<file path="src/rtl/rv32i_rf_pkg.sv">
// Shared types and constants for the rv32i register-file controller.
package rv32i_rf_pkg;

    localparam int unsigned RF_AW         = 5;
    localparam int unsigned RF_XLEN       = 32;
    localparam int unsigned RF_FIRST_INIT = 1;
    localparam int unsigned RF_LAST_INIT  = 31;

    typedef enum logic [1:0] {
        INIT,
        RUN,
        HALTING,
        HALTED
    } rf_ctrl_state_e;

endpackage

</file>
<file path="src/rtl/rv32i_regfile_ctrl.sv">
// Register-file port sequencer: zero-init after reset, core passthrough in run mode,
// and single-register debug access once the core has drained on a halt request.
module rv32i_regfile_ctrl
    import rv32i_rf_pkg::*;
#(
    parameter int unsigned XLEN = RF_XLEN,
    parameter int unsigned AW   = RF_AW
) (
    input  logic            clk,
    input  logic            reset,
    output logic            init_done,
    input  logic            core_halt_req,
    output logic            core_halted,
    input  logic [AW-1:0]   core_rs1_addr,
    input  logic [AW-1:0]   core_rs2_addr,
    input  logic            core_rs1_en,
    input  logic            core_rs2_en,
    input  logic            core_rs1_clr,
    input  logic            core_rs2_clr,
    input  logic [AW-1:0]   core_wb_addr,
    input  logic [XLEN-1:0] core_wb_data,
    input  logic            core_wb_en,
    input  logic            dbg_req_valid,
    output logic            dbg_req_ready,
    input  logic            dbg_req_write,
    input  logic [AW-1:0]   dbg_req_addr,
    input  logic [XLEN-1:0] dbg_req_wdata,
    output logic            dbg_rsp_valid,
    output logic [XLEN-1:0] dbg_rsp_rdata,
    output logic [AW-1:0]   rf_read_register_1,
    output logic [AW-1:0]   rf_read_register_2,
    output logic            rf_read_enable_1,
    output logic            rf_read_enable_2,
    output logic            rf_read_clear_1,
    output logic            rf_read_clear_2,
    output logic [AW-1:0]   rf_write_register,
    output logic [XLEN-1:0] rf_write_data,
    output logic            rf_write_enable,
    input  logic [XLEN-1:0] rf_read_data_1
);

    rf_ctrl_state_e state;
    rf_ctrl_state_e state_nxt;
    logic [AW-1:0]  idx;
    logic           rd_pending;
    logic           leave_clr;
    logic           dbg_acc_wr;
    logic           dbg_acc_rd;

    // Debug owns the ports only when halted; one read outstanding at a time.
    always_comb begin
        dbg_req_ready = (state == HALTED) && !rd_pending;
        dbg_acc_wr    = dbg_req_valid && dbg_req_ready && dbg_req_write;
        dbg_acc_rd    = dbg_req_valid && dbg_req_ready && !dbg_req_write;
    end

    // Next-state and register-file port muxing.
    always_comb begin
        state_nxt          = state;
        rf_read_register_1 = core_rs1_addr;
        rf_read_register_2 = core_rs2_addr;
        rf_read_enable_1   = core_rs1_en;
        rf_read_enable_2   = core_rs2_en;
        rf_read_clear_1    = core_rs1_clr || leave_clr;
        rf_read_clear_2    = core_rs2_clr || leave_clr;
        rf_write_register  = core_wb_addr;
        rf_write_data      = core_wb_data;
        rf_write_enable    = core_wb_en && (core_wb_addr != '0);

        case (state)
            INIT: begin
                rf_read_enable_1  = 1'b0;
                rf_read_enable_2  = 1'b0;
                rf_read_clear_1   = 1'b1;
                rf_read_clear_2   = 1'b1;
                rf_write_register = idx;
                rf_write_data     = '0;
                rf_write_enable   = 1'b1;
                if (idx == AW'(RF_LAST_INIT)) begin
                    state_nxt = RUN;
                end
            end
            RUN: begin
                if (core_halt_req) begin
                    state_nxt = HALTING;
                end
            end
            HALTING: begin
                // Keep passing writeback through until the pipe shows a quiet cycle.
                if (!core_halt_req) begin
                    state_nxt = RUN;
                end else if (!core_wb_en) begin
                    state_nxt = HALTED;
                end
            end
            HALTED: begin
                rf_read_register_1 = dbg_req_addr;
                rf_read_enable_1   = dbg_acc_rd;
                rf_read_clear_1    = 1'b0;
                rf_read_register_2 = '0;
                rf_read_enable_2   = 1'b0;
                rf_read_clear_2    = 1'b0;
                rf_write_register  = dbg_req_addr;
                rf_write_data      = dbg_req_wdata;
                rf_write_enable    = dbg_acc_wr && (dbg_req_addr != '0);
                if (!core_halt_req && !rd_pending) begin
                    state_nxt = RUN;
                end
            end
            default: state_nxt = INIT;
        endcase
    end

    // State, init index, status flags and debug read response.
    always_ff @(posedge clk) begin
        if (reset) begin
            state         <= INIT;
            idx           <= AW'(RF_FIRST_INIT);
            init_done     <= 1'b0;
            core_halted   <= 1'b0;
            dbg_rsp_valid <= 1'b0;
            dbg_rsp_rdata <= '0;
            rd_pending    <= 1'b0;
            leave_clr     <= 1'b0;
        end else begin
            state         <= state_nxt;
            core_halted   <= (state_nxt == HALTED);
            leave_clr     <= (state == HALTED) && (state_nxt == RUN);
            rd_pending    <= dbg_acc_rd;
            dbg_rsp_valid <= dbg_acc_rd;
            if (state == INIT) begin
                idx <= idx + AW'(1);
            end
            if ((state == INIT) && (state_nxt == RUN)) begin
                init_done <= 1'b1;
            end
            if (dbg_acc_rd) begin
                dbg_rsp_rdata <= rf_read_data_1;
            end
        end
    end

endmodule

</file>
<file path="config.mk">
export PLATFORM = sky130hd
export DESIGN_NAME = rv32i_regfile_ctrl
export DESIGN_NICKNAME = d
export VERILOG_FILES = /design/src/rtl/rv32i_rf_pkg.sv /design/src/rtl/rv32i_regfile_ctrl.sv
export SDC_FILE = /design/constraint.sdc
export NUM_CORES = 1
export LEC_CHECK = 0
export BUFFER_PORTS_ARGS = -buffer_cell sky130_fd_sc_hd__buf_2
export CORE_MARGIN = 10
export CORE_UTILIZATION = 42
export CTS_BUF_LIST = sky130_fd_sc_hd__clkbuf_8
export DETAILED_ROUTE_END_ITERATION = 10
export PLACE_DENSITY = 0.89
export SLEW_MARGIN = 20
export SYNTH_ARGS = -nofsm -noshare
export SYNTH_HDL_FRONTEND = slang
export SYNTH_SLANG_ARGS = --single-unit
</file>
<file path="constraint.sdc">
create_clock -name clk -period 3.15 [get_ports clk]
set_clock_uncertainty 0.05 [all_clocks]
set_input_delay 0.63 -clock clk [delete_from_list [all_inputs] [get_ports clk]]
set_output_delay 0.63 -clock clk [all_outputs]
set_load 0.01 [all_outputs]
</file>
==> metrics, run 1 <==
outcome=finished clean; Critical Path RT=2.47 ns; vias per inst=4.94; Post-Route Setup TNS=0 ns; worst vdd ir=0.336 mV; critical path type=reg2out; cts hold-fix bufs=0; total CTS buffers=5; final hold vios=0; grt total ovfl=0; layout cells sized above 1=42.6%; vias post-DR=3,084; TritonCTS clock tree=yes; synthesized area per cell=6.82 um^2; 1st-iter DRT viols=91; post-route ant nets=0; CTS clk-pin slew, worst paths=0.08 ns; Slew Limit Fails=0; Unique masters post-synth=35; PortBufs=213; total chip power=1.94 mW; fin nets=685; Max Fanout on Critical Path=32; starting density of the core=43.4%; Worst-Skew Late Latency=0.29 ns; max_cap viols=0; Core ar.=0.00551 mm^2; largest net degree at the start of global routing=42; post-synthesis cell area=0.00239 mm^2; Max Buffers Root-to-Sink=2; I/O pin count=214; Slew HR=49.8%; die extent in y=95.5 um; register bit count reported by yosys=43; DR pass1 iterations=4; Max Freq=351 MHz; Root Driver=clkbuf_8; final cycle utilization of the critical path=90.4%; Synth Warn #=0; WP data arrival=2.17 ns; vias in the first global route=3,031; setup violators final=0; worst hold slack=0.404 ns; row cnt=27; highest metal used=met4; Post-Syn Instances=351; H-tree Lvls=2; worst min path class=reg2reg; power per cell area=544 mW/mm^2; WL met2=5.05 mm; RSZ-0062 raised after global routing=false; initial antenna violation count=0; detailed placer's ending HPWL=8.58 mm; Leak=1.78 nW; # DRC=0; postcts setup bufs=0; Die W=95.5 um; dpl ws=0.652 ns; DRT met1 WL=3.64 mm; met3 WL=1.27 mm; # diodes=0; Finished Cell Area=0.00357 mm^2; WL/cell=16.2 um; cts repair resizes=0; CTS Sinks=43; critical path endpoint category=output port; gr usage total=20.6%; worst slew pin tran=0.752 ns; first-pass GRT wire length=15.0 mm; setup ws final=0.302 ns; crit path launch type=flip-flop; synthesis-to-layout area growth=49.3%; sequential area share after synthesis=36.0%; placed cell area=0.00349 mm^2; Final Critical Period=2.85 ns; syn_nets=485; GP Congestion=0.866; total routed wirelength=10.1 mm; Die ar.=0.00911 mm^2
[Yosys cell counts (all sizes together)]
| library cell | n | share of area, % |
|---|---|---|
| nand2 | 138 | 22 |
| dfxtp | 43 | 36 |
| o21ai | 40 | 8.4 |
| a21oi | 34 | 7.3 |
| clkbuf | 16 | 2.5 |
| buf | 10 | 2.1 |
| nor2 | 9 | 1.5 |
| ha | 8 | 4.2 |
| nor2b | 8 | 2.1 |
| a22oi | 5 | 1.6 |
| inv | 5 | 0.78 |
| mux2 | 5 | 2.4 |
| and3 | 3 | 0.78 |
| o211ai | 3 | 0.94 |
| mux2i | 2 | 0.84 |
| nand2b | 2 | 0.52 |
| nor3 | 2 | 0.42 |
| o22a | 2 | 0.73 |
| xor2 | 2 | 0.73 |
| a211oi | 1 | 0.31 |
| a21boi | 1 | 0.31 |
| a22o | 1 | 0.37 |
| a311oi | 1 | 0.37 |
| and2 | 1 | 0.26 |
| and2b | 1 | 0.31 |
| nand3 | 1 | 0.42 |
| nand3b | 1 | 0.31 |
| nand4 | 1 | 0.26 |
| o311ai | 1 | 0.37 |
| o31ai | 1 | 0.31 |
| or3b | 1 | 0.37 |
| or4 | 1 | 0.31 |
| xnor2 | 1 | 0.37 |
[cell type report]
cell class | instances | area, um^2
inverter | 5 | 18.8
tap | 72 | 90.1
timing repair buffer | 219 | 1110
fill | 498 | 1940
clock buffer | 5 | 68.8
multi-input combinational | 277 | 1410
sequential | 43 | 861
clock inverter | 3 | 16.3
[worst paths after layout]
path                         start           endpoint  slack [ns]  cells after the start
hold / removal    dbg_rsp_rdata[6]   dbg_rsp_rdata[6]        0.40                      2
hold reg to reg   dbg_rsp_rdata[6]   dbg_rsp_rdata[6]        0.40                      2
setup reg to reg            idx[0]          leave_clr        1.17                      7
setup / recovery          state[1]  rf_write_data[11]        0.30                      6
[registers in the layout, indices dropped and copies added (netlist names)]
name,cells
dbg_rsp_rdata,32
idx,5
state,2
core_halted,1
init_done,1
leave_clr,1
rd_pending,1
[metrics by stage]
stage / util [%] / instances
after CTS: 64.8 / 624
final: 64.8 / 624
after detailed placement: 63.3 / 616
after global placement: 63.3 / 616
after floorplan: - / 351
after global routing: 64.8 / 624
[metal layers]
layer	global-route usage [%]	vias up
met5	0	-
met4	5.41	0
met3	10.5	17
met2	36.4	147
met1	21.2	1362
li1	-	1558
[placed cells by master (no fill, tap or decap), types with 2 or more instances in the layout]
master	n
o21ai_0	40
xor2_1	2
ha_1	7
buf_4	6
a22oi_1	5
o22a_1	2
and3_1	3
nand2_1	138
clkbuf_8	5
inv_1	6
nand2b_1	2
nor2_1	8
nor3_1	2
buf_2	213
dfxtp_1	43
a21oi_1	33
mux2i_1	2
mux2_2	5
nor2b_1	8
o211ai_1	3
[power breakdown]
part | total, mW | internal, mW | switching (mW)
combinational | 0.989 | 0.402 | 0.587
clock | 0.333 | 0.152 | 0.182
sequential | 0.620 | 0.579 | 0.0408
total | 1.94 | 1.13 | 0.809
[cells by family after synthesis]
logic type,count (synthesis),share of synthesized area (%)
compound gates,90,20.9
xor+xnor,3,1.10
fa+ha+maj,8,4.18
buf+inv,31,5.39
flops,43,36.0
mux,7,3.19
simple gates,169,29.2
[critical path, cell delays in order, from the launching register on]
cell     delay [ns]
dfxtp_1        0.46
inv_1          0.12
ha_2           0.63
buf_4          0.34
nand2_1        0.08
o21ai_0        0.08
buf_2          0.16
Power figures use the tool's default switching activity.
==> inputs of run 2 (changes only) <==
Settings changed: ABC_AREA from default to 1, CORE_UTILIZATION 42 to 40, PLACE_DENSITY 0.89 to 0.83.
Clock period 3.15 ns to 3.2 ns, I/O delays scaled along.
==> metrics, run 2 <==
top_reg_cell synth=dfxtp_1; first-pass GRT wire length=15.9 mm (+5.9%); synthesized-area fraction occupied by adder cells=3.91% (-0.27 points); most common cell after layout, fill and taps aside=buf_2; Worst-Skew Late Latency=0.30 ns (about the same); Post-Route Setup TNS=0 ns (unchanged); starting density of the core=40.7% (-2.7 points); multiplexer area fraction after synthesis=0.881% (-2.3 points); Post-synth EDFFs=0 (unchanged); largest registers=dbg_rsp_rdata (32), idx (5), state (2); Post-Syn Instances=387 (+10%); vias per inst=4.88 (-1.3%); worst slew pin tran=0.547 ns (-0.206 ns); total routed wirelength=10.5 mm (+4.2%); total CTS buffers=5 (unchanged); worst min path class=reg2reg; min-delay src=init_done; worst vdd ir=0.316 mV (-5.9%); cell repeated most along the worst path=inv_1; I/O pin count=214 (unchanged); Max Buffers Root-to-Sink=2 (unchanged); largest family of logic cells by synthesized area=simple AND/OR/NAND/NOR gates; fin nets=721 (+5.3%); Die ar.=0.00999 mm^2 (+9.6%); crit path launch type=flip-flop; Unique masters post-synth=27 (-23%); Synth Warn #=0 (unchanged); most frequent cells after synthesis=93 x nand2_1, 55 x nor2_1, 43 x dfxtp_1; Max Freq=360 MHz; cts hold-fix bufs=0 (unchanged); WP data arrival=2.09 ns (-0.08 ns); PortBufs=213 (unchanged); vias in the first global route=3,193 (+5.3%); vias post-DR=3,243 (+5.2%); Synth Area in Compound Gates=11.1% (-9.9 points); DR pass1 iterations=4 (unchanged); max_cap viols=0 (unchanged); # diodes=0 (unchanged); CTS clk-pin slew, worst paths=0.08 ns (about the same); Post-Synth XOR/XNOR Area=0.342% (-0.76 points); # DRC=0 (unchanged); cts repair resizes=0 (unchanged); TritonCTS clock tree=yes; synthesized area per cell=6.61 um^2 (-3.0%); post-route ant nets=0 (unchanged); CP max stage delay=0.45 ns (-0.18 ns); reg2reg start=state[1]; post-synth top area share=33.7% (-2.3 points); layout cells sized above 1=44.6% (+2.0 points); Synth area leaders=dfxtp_1 34%, nand2_1 14%, nor2_1 8.1%; Most flops, register=dbg_rsp_rdata; row cnt=29 (+7.4%); Critical R2R Capture=dbg_rsp_rdata[22]; critical path endpoint category=output port; Root Driver=clkbuf_8; hold path depth=2 (unchanged); CP cell instances=inv_1 -> ha_1 -> inv_1 -> buf_4 -> nand3_1 -> nand2_1 -> buf_2; die extent in y=100 um (+4.7%); Core ar.=0.00628 mm^2 (+14%); Max Fanout on Critical Path=32 (unchanged); CTS Sinks=43 (unchanged); Die W=100 um (+4.7%); Critical Path RT=2.51 ns (+0.04 ns); H-tree Lvls=2 (unchanged); postcts setup bufs=0 (unchanged); Slew Limit Fails=0 (unchanged); GP Congestion=0.905 (+4.5%); synthesis-to-layout area growth=45.5%; Final Non-Filler Cells=665 (+6.6%); power per cell area=450 mW/mm^2 (-17%); Placed Cells=657 (+6.7%); most frequent cells in the layout=213 x buf_2, 93 x nand2_1, 55 x nor2_1; detailed placer's ending HPWL=8.56 mm (-0.23%); final cycle utilization of the critical path=86.8%; outcome=finished clean; syn_nets=521 (+7.4%); flop-to-flop setup slack=1.13 ns (-0.04 ns); placed cell area=0.00360 mm^2 (+3.4%); 1st-iter DRT viols=95 (+4.4%); sequential area share after synthesis=33.7% (-2.3 points); max reg flops=32 (unchanged); Final Critical Period=2.78 ns; async set-reset flop share out of synthesis=0% (unchanged); hold endpoint=init_done; post-synth top area cell=dfxtp_1; gr usage total=19.4% (-1.2 points); register bit count reported by yosys=43 (unchanged); R2R depth=9 (+2); critical path type=reg2out; post-synthesis cell area=0.00256 mm^2 (+6.9%); post-synthesis simple-gate area fraction=39.8% (+11 points); final hold vios=0 (unchanged); Critical Path Slowest Stage Cell=dfxtp_1; Slew HR=63.5% (+14 points); RSZ-0062 raised after global routing=false; Leak=2.25 nW (+26%); initial antenna violation count=1 (+1); Finished Cell Area=0.00372 mm^2 (+4.2%); most common cell in the synthesized netlist=nand2_1; grt total ovfl=0 (unchanged); WL/cell=15.8 um (-2.2%); setup violators final=0 (unchanged); largest net degree at the start of global routing=44 (+4.8%)
[run 2: critical path: cells and delay by family (launching register included)]
family	cells	cell delay, ns
and+or+nand+nor	2	0.25
adders and majority gates	1	0.31
DFF	1	0.45
buffers and inverters	4	0.77
[run 2: cell families after synthesis]
family / after synthesis
simple gates: 226
flops: 43
xor+xnor: 1
fa+ha+maj: 8
mux: 2
buf+inv: 55
compound gates: 52
[run 2: stage by stage]
stage	util (%)	power, mW	setup slack, ns	hold WS (ns)
6_report	59.3	1.67	0.423	0.427
5_1_grt	59.3	1.78	0.247	0.454
4_1_cts	59.3	1.70	0.403	0.440
3_5_place_dp	57.4	1.26	0.747	0.419
3_3_place_gp	57.4	1.24	0.843	0.401
2_1_floorplan	-	0.965	0.995	0.422
[run 2: worst max path at each step]
stage / cells after the start / slack (ns) / to / from
after detailed placement: 7 / 0.75 / rf_write_data[0] / state[1]
final: 7 / 0.42 / rf_write_data[0] / state[1]
after global placement: 7 / 0.84 / rf_write_data[7] / state[1]
after CTS: 7 / 0.40 / rf_write_data[0] / state[1]
after floorplan: 8 / 1.0 / rf_write_data[0] / state[1]
after global routing: 7 / 0.25 / rf_write_data[7] / state[1]
[run 2: power by group]
part / switching, mW / internal, mW / leakage [nW]
combinational: 0.406 / 0.255 / 1.84
sequential: 0.0165 / 0.560 / 0.347
clock: 0.183 / 0.253 / 0.0612
[run 2: metal layers]
layer  part of all wire [%]  up-vias  track usage, %
li1                       -     1624               -
met1                     37     1453            20.1
met2                     49      150            35.3
met3                     12       16            7.83
met4                    1.4        0            5.18
met5                      0        -               0
[run 2: layout make-up]
type / count / area, um^2
clock buffer: 6 / 82.6
clock inverter: 2 / 35.0
fill: 601 / 2550
inverter: 31 / 119
multi-input combinational: 289 / 1430
sequential: 43 / 861
tap: 77 / 96.3
timing repair buffer: 217 / 1100
==> inputs of run 3 (changes only) <==
--- a/config.mk
+++ b/config.mk
@@ -7,6 +7,5 @@
 export LEC_CHECK = 0
-export ABC_AREA = 1
 export BUFFER_PORTS_ARGS = -buffer_cell sky130_fd_sc_hd__buf_2
 export CORE_MARGIN = 10
-export CORE_UTILIZATION = 40
+export CORE_UTILIZATION = 39
 export CTS_BUF_LIST = sky130_fd_sc_hd__clkbuf_8
--- a/constraint.sdc
+++ b/constraint.sdc
@@ -4,2 +4,2 @@
 set_output_delay 0.64 -clock clk [all_outputs]
-set_load 0.01 [all_outputs]
+set_load 0.02 [all_outputs]
==> metrics, run 3 (synthesis gave the netlist of run 1 again) <==
initial antenna violation count=0 (-1); GP Congestion=0.827 (-8.6%); worst min path class=reg2reg; die extent in y=98.3 um (-1.6%); Max Freq=377 MHz (+4.8%); multi-input logic area=0.00141 mm^2 (-1.9%); vias per inst=4.83 (-0.98%); Post-Route Setup TNS=0 ns (unchanged); cts repair resizes=0 (unchanged); Final Util=60.1% (+0.81 points); Leak=1.77 nW (-21%); crit path launch type=flip-flop; fin nets=683 (-5.3%); gr usage total=18.5% (-0.88 points); total chip power=2.10 mW (+25%); Core ar.=0.00596 mm^2 (-5.1%); total routed wirelength=9.70 mm (-7.9%); H-tree Lvls=2 (unchanged); detailed placer's ending HPWL=8.03 mm (-6.2%); Die ar.=0.00967 mm^2 (-3.3%); vias post-DR=3,018 (-6.9%); Final Critical Period=2.65 ns (-0.126 ns); postcts setup bufs=0 (unchanged); Setup crit start=state[0]; row cnt=28 (-3.4%); RSZ-0062 raised after global routing=false; critical path type=reg2out; largest net degree at the start of global routing=83 (+89%); largest registers=dbg_rsp_rdata (32), idx (5), state (2); grt total ovfl=0 (unchanged); cts hold-fix bufs=0 (unchanged); power per cell area=585 mW/mm^2 (+30%); 1st-iter DRT viols=132 (+39%); Sequential Area=861 um^2 (unchanged); max reg flops=32 (unchanged); critical path endpoint category=output port; most common cell after layout, fill and taps aside=buf_2; post-route ant nets=0 (unchanged); Fill cells=571 (-5.0%); vias in the first global route=2,967 (-7.1%); layout cells sized above 1=42.5% (-2.0 points); worst vdd ir=0.322 mV (+1.8%); Slew Limit Fails=0 (unchanged); reg2reg start=idx[0]; outcome=finished clean; Root Driver=clkbuf_8; PortBufs=213 (unchanged); most frequent cells in the layout=213 x buf_2, 138 x nand2_1, 43 x dfxtp_1; Most flops, register=dbg_rsp_rdata; Max Buffers Root-to-Sink=2 (unchanged); final cycle utilization of the critical path=82.8% (-3.9 points); Worst-Skew Late Latency=0.29 ns (about the same); Final Non-Filler Cells=625 (-6.0%); placed cell area=0.00349 mm^2 (-3.3%); total CTS buffers=5 (unchanged); starting density of the core=40.2% (-0.57 points); Max Fanout on Critical Path=82 (+160%); synthesis-to-layout area growth=49.6%; Slew HR=49.8% (-14 points); I/O pin count=214 (unchanged); max_cap viols=0 (unchanged); CTS clk-pin slew, worst paths=0.09 ns (about the same); # DRC=0 (unchanged); DR pass1 iterations=4 (unchanged); final hold vios=0 (unchanged); worst slew pin tran=0.753 ns (+0.206 ns); Finished Cell Area=0.00358 mm^2 (-3.8%); CTS Sinks=43 (unchanged); TritonCTS clock tree=yes; first-pass GRT wire length=15.2 mm (-4.3%); setup violators final=0 (unchanged); WP data arrival=1.96 ns (-0.13 ns); Die W=98.3 um (-1.6%); WL/cell=15.5 um (-2.0%); Critical Path RT=2.51 ns (about the same); Placed Cells=617 (-6.1%); min-delay src=dbg_rsp_rdata[10]; # diodes=0 (unchanged)
-- run 3: changes by cell type in the layout (fill, tap and decap cells not counted), moves of 27 or more --
cell / before / now
nand2_1: 93 / 138
nand3_1: 41 / 0
nor2_1: 55 / 8
o21ai_0: 9 / 40
a21oi_1: 6 / 33
o21ai_1: 30 / 0
nor2_2: 28 / 1
-- run 3: worst paths after layout --
kind | to | slack, ns | cells after the start
setup / recovery | rf_read_clear_2 | 0.55 | 6
hold / removal | dbg_rsp_rdata[10] | 0.41 | 2
setup reg to reg | leave_clr | 1.27 | 7
hold reg to reg | dbg_rsp_rdata[10] | 0.41 | 2
-- run 3: per-layer routing --
layer  wire length, um  GRT usage [%]  vias to the layer above
met3              1200           9.02                        9
met4                99           3.97                        0
li1                  -              -                     1552
met2              4630           31.8                      152
met5                 0              0                        -
met1              3770           20.2                     1305
-- run 3: critical path, cell delays in order (launching register included) --
cell	delay [ns]
dfxtp_1	0.47
inv_1	0.13
ha_2	0.36
buf_12	0.25
nand2b_1	0.11
o22a_1	0.17
buf_2	0.17
-- run 3: layout make-up --
class / instances / share of cell area, %
inverter: 5 / 0.524
multi-input combinational: 277 / 39.3
tap: 75 / 2.62
clock inverter: 3 / 0.664
timing repair buffer: 217 / 31.0
sequential: 43 / 24.0
clock buffer: 5 / 1.92
-- run 3: metrics by stage --
stage	setup slack (ns)	hold slack [ns]
after floorplan	0.776	0.441
after global placement	0.806	0.389
final	0.550	0.405
after detailed placement	0.815	0.394
after CTS	0.537	0.406
after global routing	0.427	0.424
-- run 3: power breakdown --
part           switching, mW  internal [mW]
combinational          0.734          0.402
clock                  0.195          0.156
sequential            0.0379          0.570
total                  0.967           1.13
